$ cat src/rtl/fetch_pkg.sv
// ============================================================================
// fetch_pkg : shared types and defaults for the instruction fetch stage
// Rev 1.0
// ============================================================================
`default_nettype none

package fetch_pkg;

   localparam logic [31:0] NOP_INST_DEFAULT = 32'h0000_0013;
   localparam logic [31:0] RESET_PC_DEFAULT = 32'h0000_0000;

   typedef enum logic [1:0] {
      S_IDLE  = 2'd0,
      S_FETCH = 2'd1,
      S_FAULT = 2'd2
   } fetch_state_e;

   typedef struct packed {
      logic        fault;
      logic [31:0] pc;
      logic [31:0] inst;
   } fetch_entry_t;

endpackage

`default_nettype wire

$ cat src/rtl/fetch_buffer.sv
// ============================================================================
// fetch_buffer : 2-entry FIFO of fetch entries with push/pop/flush
// Rev 1.0
// ============================================================================
`default_nettype none

module fetch_buffer
   import fetch_pkg::*;
(
   input  logic         clk,
   input  logic         rst,
   input  logic         i_push,
   input  fetch_entry_t i_push_entry,
   input  logic         i_pop,
   input  logic         i_flush,
   output logic [1:0]   o_count,
   output fetch_entry_t o_head
);

   fetch_entry_t r_mem [2];
   logic         r_rd;
   logic [1:0]   r_count;
   logic         w_wr_idx;

   // A flush empties the FIFO first, so a concurrent push lands in slot 0
   assign w_wr_idx = i_flush ? 1'b0 : (r_rd ^ r_count[0]);

   always_ff @(posedge clk or posedge rst) begin
      if (rst) begin
         r_rd    <= 1'b0;
         r_count <= 2'd0;
      end else if (i_flush) begin
         r_rd    <= 1'b0;
         r_count <= i_push ? 2'd1 : 2'd0;
      end else begin
         r_rd    <= r_rd ^ i_pop;
         r_count <= r_count + {1'b0, i_push} - {1'b0, i_pop};
      end
   end

   always_ff @(posedge clk) begin
      if (i_push) begin
         r_mem[w_wr_idx] <= i_push_entry;
      end
   end

   assign o_count = r_count;
   assign o_head  = r_mem[r_rd];

endmodule

`default_nettype wire

$ cat src/rtl/inst_fetch_unit.sv
// ============================================================================
// inst_fetch_unit : PC owner and ROM fetch stage feeding decode via a 2-entry buffer
// Rev 1.0
// ============================================================================
`default_nettype none

module inst_fetch_unit
   import fetch_pkg::*;
#(
   parameter logic [31:0] RESET_PC      = RESET_PC_DEFAULT,
   parameter int unsigned INST_MEM_SIZE = 256,
   parameter logic [31:0] NOP_INST      = NOP_INST_DEFAULT,
   parameter int unsigned BUF_DEPTH     = 2
)
(
   input  logic        clk,
   input  logic        rst,
   output logic        rom_read_enable,
   output logic [31:0] rom_addr,
   input  logic [31:0] rom_inst,
   input  logic        redirect_valid,
   input  logic [31:0] redirect_pc,
   output logic        out_valid,
   input  logic        out_ready,
   output logic [31:0] out_inst,
   output logic [31:0] out_pc,
   output logic        out_fault
);

   localparam logic [1:0] ST_IDLE  = 2'(S_IDLE);
   localparam logic [1:0] ST_FETCH = 2'(S_FETCH);
   localparam logic [1:0] ST_FAULT = 2'(S_FAULT);

   logic [1:0]   r_state;
   logic [31:0]  r_pc;
   logic [1:0]   w_count;
   fetch_entry_t w_head;
   fetch_entry_t w_push_entry;
   logic         w_pop;
   logic         w_space;
   logic         w_in_range;
   logic         w_misaligned;
   logic         w_fetch_slot;
   logic         w_push;

   assign out_valid    = (w_count != 2'd0);
   assign w_pop        = out_valid && out_ready;
   assign w_space      = (w_count < 2'(BUF_DEPTH)) || w_pop;
   assign w_in_range   = (r_pc >> 2) < INST_MEM_SIZE;
   assign w_misaligned = (redirect_pc[1:0] != 2'b00);
   assign w_fetch_slot = (r_state == ST_FETCH) && !redirect_valid && w_space;

   assign rom_read_enable = w_fetch_slot && w_in_range;
   assign rom_addr        = r_pc;

   // A misaligned redirect still produces one fault marker so decode sees the trap
   assign w_push = redirect_valid ? w_misaligned : w_fetch_slot;

   always_comb begin
      w_push_entry.fault = 1'b0;
      w_push_entry.pc    = r_pc;
      w_push_entry.inst  = rom_inst;
      if (redirect_valid) begin
         w_push_entry.fault = 1'b1;
         w_push_entry.pc    = redirect_pc;
         w_push_entry.inst  = NOP_INST;
      end else if (!w_in_range) begin
         w_push_entry.fault = 1'b1;
         w_push_entry.inst  = NOP_INST;
      end
   end

   always_ff @(posedge clk or posedge rst) begin
      if (rst) begin
         r_state <= ST_IDLE;
         r_pc    <= RESET_PC;
      end else if (redirect_valid) begin
         r_pc    <= redirect_pc;
         r_state <= w_misaligned ? ST_FAULT : ST_FETCH;
      end else begin
         case (r_state)
            ST_IDLE: r_state <= ST_FETCH;
            ST_FETCH: begin
               if (w_space) begin
                  if (w_in_range) begin
                     r_pc <= r_pc + 32'd4;
                  end else begin
                     r_state <= ST_FAULT;
                  end
               end
            end
            default: r_state <= r_state;
         endcase
      end
   end

   fetch_buffer u_fetch_buffer (
      .clk          (clk),
      .rst          (rst),
      .i_push       (w_push),
      .i_push_entry (w_push_entry),
      .i_pop        (w_pop),
      .i_flush      (redirect_valid),
      .o_count      (w_count),
      .o_head       (w_head)
   );

   assign out_inst  = out_valid ? w_head.inst : NOP_INST;
   assign out_pc    = out_valid ? w_head.pc   : 32'd0;
   assign out_fault = out_valid && w_head.fault;

endmodule

`default_nettype wire

$ cat config.mk
export PLATFORM = sky130hd
export DESIGN_NAME = inst_fetch_unit
export DESIGN_NICKNAME = d
export VERILOG_FILES = /design/src/rtl/fetch_pkg.sv /design/src/rtl/fetch_buffer.sv /design/src/rtl/inst_fetch_unit.sv
export SDC_FILE = /design/constraint.sdc
export NUM_CORES = 1
export LEC_CHECK = 0
export CAP_MARGIN = 20
export CORE_UTILIZATION = 30
export DETAILED_ROUTE_END_ITERATION = 12
export GPL_TIMING_DRIVEN = 1
export SLEW_MARGIN = 20
export SYNTH_ARGS = -nofsm -noshare
export SYNTH_HDL_FRONTEND = slang
export SYNTH_HIERARCHICAL = 1
export SYNTH_SLANG_ARGS = --single-unit
$ cat constraint.sdc
create_clock -name clk -period 15 [get_ports clk]
set_clock_uncertainty 0.05 [all_clocks]
set_input_delay 2.25 -clock clk [delete_from_list [all_inputs] [get_ports clk]]
set_output_delay 2.25 -clock clk [all_outputs]
set_load 0.01 [all_outputs]
==> results.cfg <==
[yosys]
syn_area_per_cell_sq_um = 15.22
ys_warn_count = 6
ys_seq_area_share_pct = 62.97
synth_nets = 575
yosysUniqueCellTypes = 44
syn_inst = 504
netlist_area_sq_um = 7670
ys_ff_latch = 167

[placement]
dp_hpwl_um = 11280
dp_cells = 980
portBuffers = 166
post-place-ws_ns = 8.707
place.gp.congestion = 0.8186
placed_cell_area_sq_um = 9682

[clock_tree]
cts_inserted_buffers = 17
cts_hold_buffers = 0
cts_resized = 0
clock_path_buffers = 2
cts_setup_buffers = 0
cts_tree = built
clk_latency_ns = 0.42
path_clk_slew_ns = 0.06
cts.htree.levels = 4
cts_sinks = 167
root_buffer = clkbuf_16

[setup_path]
rr_startpoint = u_fetch_buffer/o_count[1]$_DFF_PP0_
worst_r2r_path_depth = 5
critical_path_arrival_ns = 3.95
cp.required_ns = 12.70
rr_endpoint = u_fetch_buffer/r_mem[1][62]$_DFFE_PP_
regToRegSetupSlack_ns = 11.71
critPathMaxStageDelay_ns = 0.56
crit_top_cell = clkdlybuf4s50_1
crit_type = in2out
crit_slowest_cell = clkdlybuf4s50_1
crit_path_end = rom_read_enable
startpoint = out_ready
end_kind = output port
cp-start-kind = input port
cp_max_fo = 8
path_cells = clkdlybuf4s50_1 > nand2b_1 > nand3_1 > nor2_1 > clkdlybuf4s50_1

[sta]
rsz0062_at_grt = false
fin_crit_sh_pct = 41.69
slew_viol_final = 0
setup_viol = 0
whs_ns = 0.4976
hold_viol_final = 0
fmax_mhz = 159.9
relSlewSlack_pct = 31.58
tns_ns = 0
setup_ws_ns = 8.747
worst_slew_pin_slew_ns = 1.026
final.min_clock_period_ns = 6.253

[hold_path]
min_from = rom_addr[1]$_DFFE_PP0P_
hold_class = reg2reg

[grt]
antenna_found_initial = 1
grt_usage_pct = 13.62
grt-ovfl-total = 0
grt_pass1_wl_um = 26740
grt_max_degree = 75
grt_pass1_vias = 4766

[finish]
diodes = 0
drive_above_1_share_pct = 24.78
fillCellCount = 2375
syn_to_final_growth_pct = 34.19
num-nets-final = 740
instances_no_fill = 1012
fin_util_pct = 40.99
final_cell_area_sq_um = 10290

[drt]
routedWlPerCell_um = 17.06
vias = 4558
drtAntennaViolNets = 0
drc_errors = 0
routed_via_density = 4.504
dr.pass1.iters = 4
wl_um = 17260
drt-initial-drc-count = 176

[run_status]
status = finished clean

[pwr]
total_power_mw = 1.599
leakagePower_nw = 3.660
peakVddDrop_mv = 0.06666
power_density_nw_per_um2 = 155.4

[floorplanning]
die_h_um = 161.9
die_area_sq_um = 26210
initial_core_util_pct = 30.55
coreArea_sq_um = 25110
die_x_um = 161.9
ioPinCount = 167
rows = 58

[run]
cap_violations = 0
area by class of cell:
cell class / count / area (sq um) / area share [%]
Sequential cell: 167 / 4833 / 46.96
Multi-Input combinational cell: 300 / 2678 / 26.02
Timing Repair Buffer: 171 / 1717 / 16.68
Clock buffer: 24 / 523.0 / 5.081
Tap cell: 330 / 412.9 / 4.012
Clock inverter: 8 / 81.33 / 0.7902
Inverter: 12 / 47.55 / 0.4619
placed cells by master, fill, tap and decap left out, types with 2 or more instances in the layout:
| cell | netlist | routed |
|---|---|---|
| clkdlybuf4s50_1 | 0 | 165 |
| inv_1 | 11 | 10 |
| nor4_2 | 2 | 2 |
| clkinv_4 | 0 | 2 |
| mux2_2 | 86 | 86 |
| nor4_4 | 4 | 4 |
| dfrtp_1 | 37 | 36 |
| nand2b_1 | 7 | 7 |
| or2_1 | 3 | 3 |
| a21oi_1 | 2 | 2 |
| inv_4 | 1 | 3 |
| o21ai_1 | 2 | 2 |
| buf_4 | 1 | 5 |
| or3_1 | 2 | 2 |
| and2_1 | 92 | 92 |
| a311oi_1 | 2 | 2 |
| mux2_4 | 30 | 30 |
| ha_1 | 3 | 3 |
| edfxtp_1 | 130 | 130 |
| clkbuf_16 | 0 | 18 |
| nor4_1 | 6 | 6 |
| nand2_1 | 15 | 15 |
| nand4_1 | 2 | 2 |
| xnor2_1 | 6 | 6 |
| o21ai_0 | 10 | 10 |
| nand3_1 | 4 | 4 |
| clkbuf_8 | 0 | 5 |
| nor2_1 | 7 | 7 |
metal layers:
metal  track usage [%]  vias to the layer above  wire length, um
met5                 0                        -               13
met4             4.117                        2              197
met3             4.699                       16             1095
met2             22.42                      130             8344
met1             16.79                     2249             7612
li1                  -                     2161                -
registers in the layout (all words and copies together) (netlist names):
register	flops
rom_addr	32
u_fetch_buffer/o_count	2
u_fetch_buffer/r_rd	1
u_fetch_buffer/r_mem	130
r_state	2
worst min-delay path by stage:
stage	end	cells after the start	slack, ns
floorplan	r_state[1]$_DFFE_PP0P_	2	0.44
global placement	r_state[1]$_DFFE_PP0P_	2	0.47
detailed placement	rom_addr[1]$_DFFE_PP0P_	1	0.49
CTS	rom_addr[1]$_DFFE_PP0P_	1	0.51
global route	rom_addr[0]$_DFFE_PP0P_	1	0.52
finish	rom_addr[1]$_DFFE_PP0P_	1	0.50
power breakdown:
group	switching, mW	internal, mW
logic	0.229	0.309
registers	0.0410	0.577
clock network	0.180	0.262
cell usage after synthesis (all sizes together):
cell type    n  area [sq um]
ha           3         37.54
nor4        12         147.6
mux2       117          1430
nor3         2         15.01
o211ai       1         7.510
o21ai       12         60.06
a31o         1         8.760
nor2         8         37.54
edfxtp     130          3904
o21a         1         7.510
nand3        4         20.02
a21oi        2         10.01
nand2b       7         43.79
buf         12         82.57
xnor3        1         22.52
dfrtp       37         925.9
o22ai        1         6.260
nor4b        1         8.760
xnor2        6         52.55
inv         12         47.55
and2        92         575.6
and3         1         6.260
nand4        3         33.78
clkbuf      13         51.30
or2          5         33.79
nand2       15         56.30
a311oi       2         17.52
or3          2         12.51
nor3b        1         7.510
cells by family after synthesis:
group | share of synthesized area [%]
flip-flops | 62.97
AND/OR/NAND/NOR | 13.02
multiplexers | 18.65
buffers and inverters | 2.365
AO/OA/AOI/OAI | 1.534
XOR/XNOR | 0.9788
adder cells (fa/ha/maj) | 0.4894
worst max-delay path: cells and delay by family:
family,cells,cell delay [ns]
AND/OR/NAND/NOR,3,0.68
buffers and inverters,2,1.02
Power figures use the tool's default switching activity.
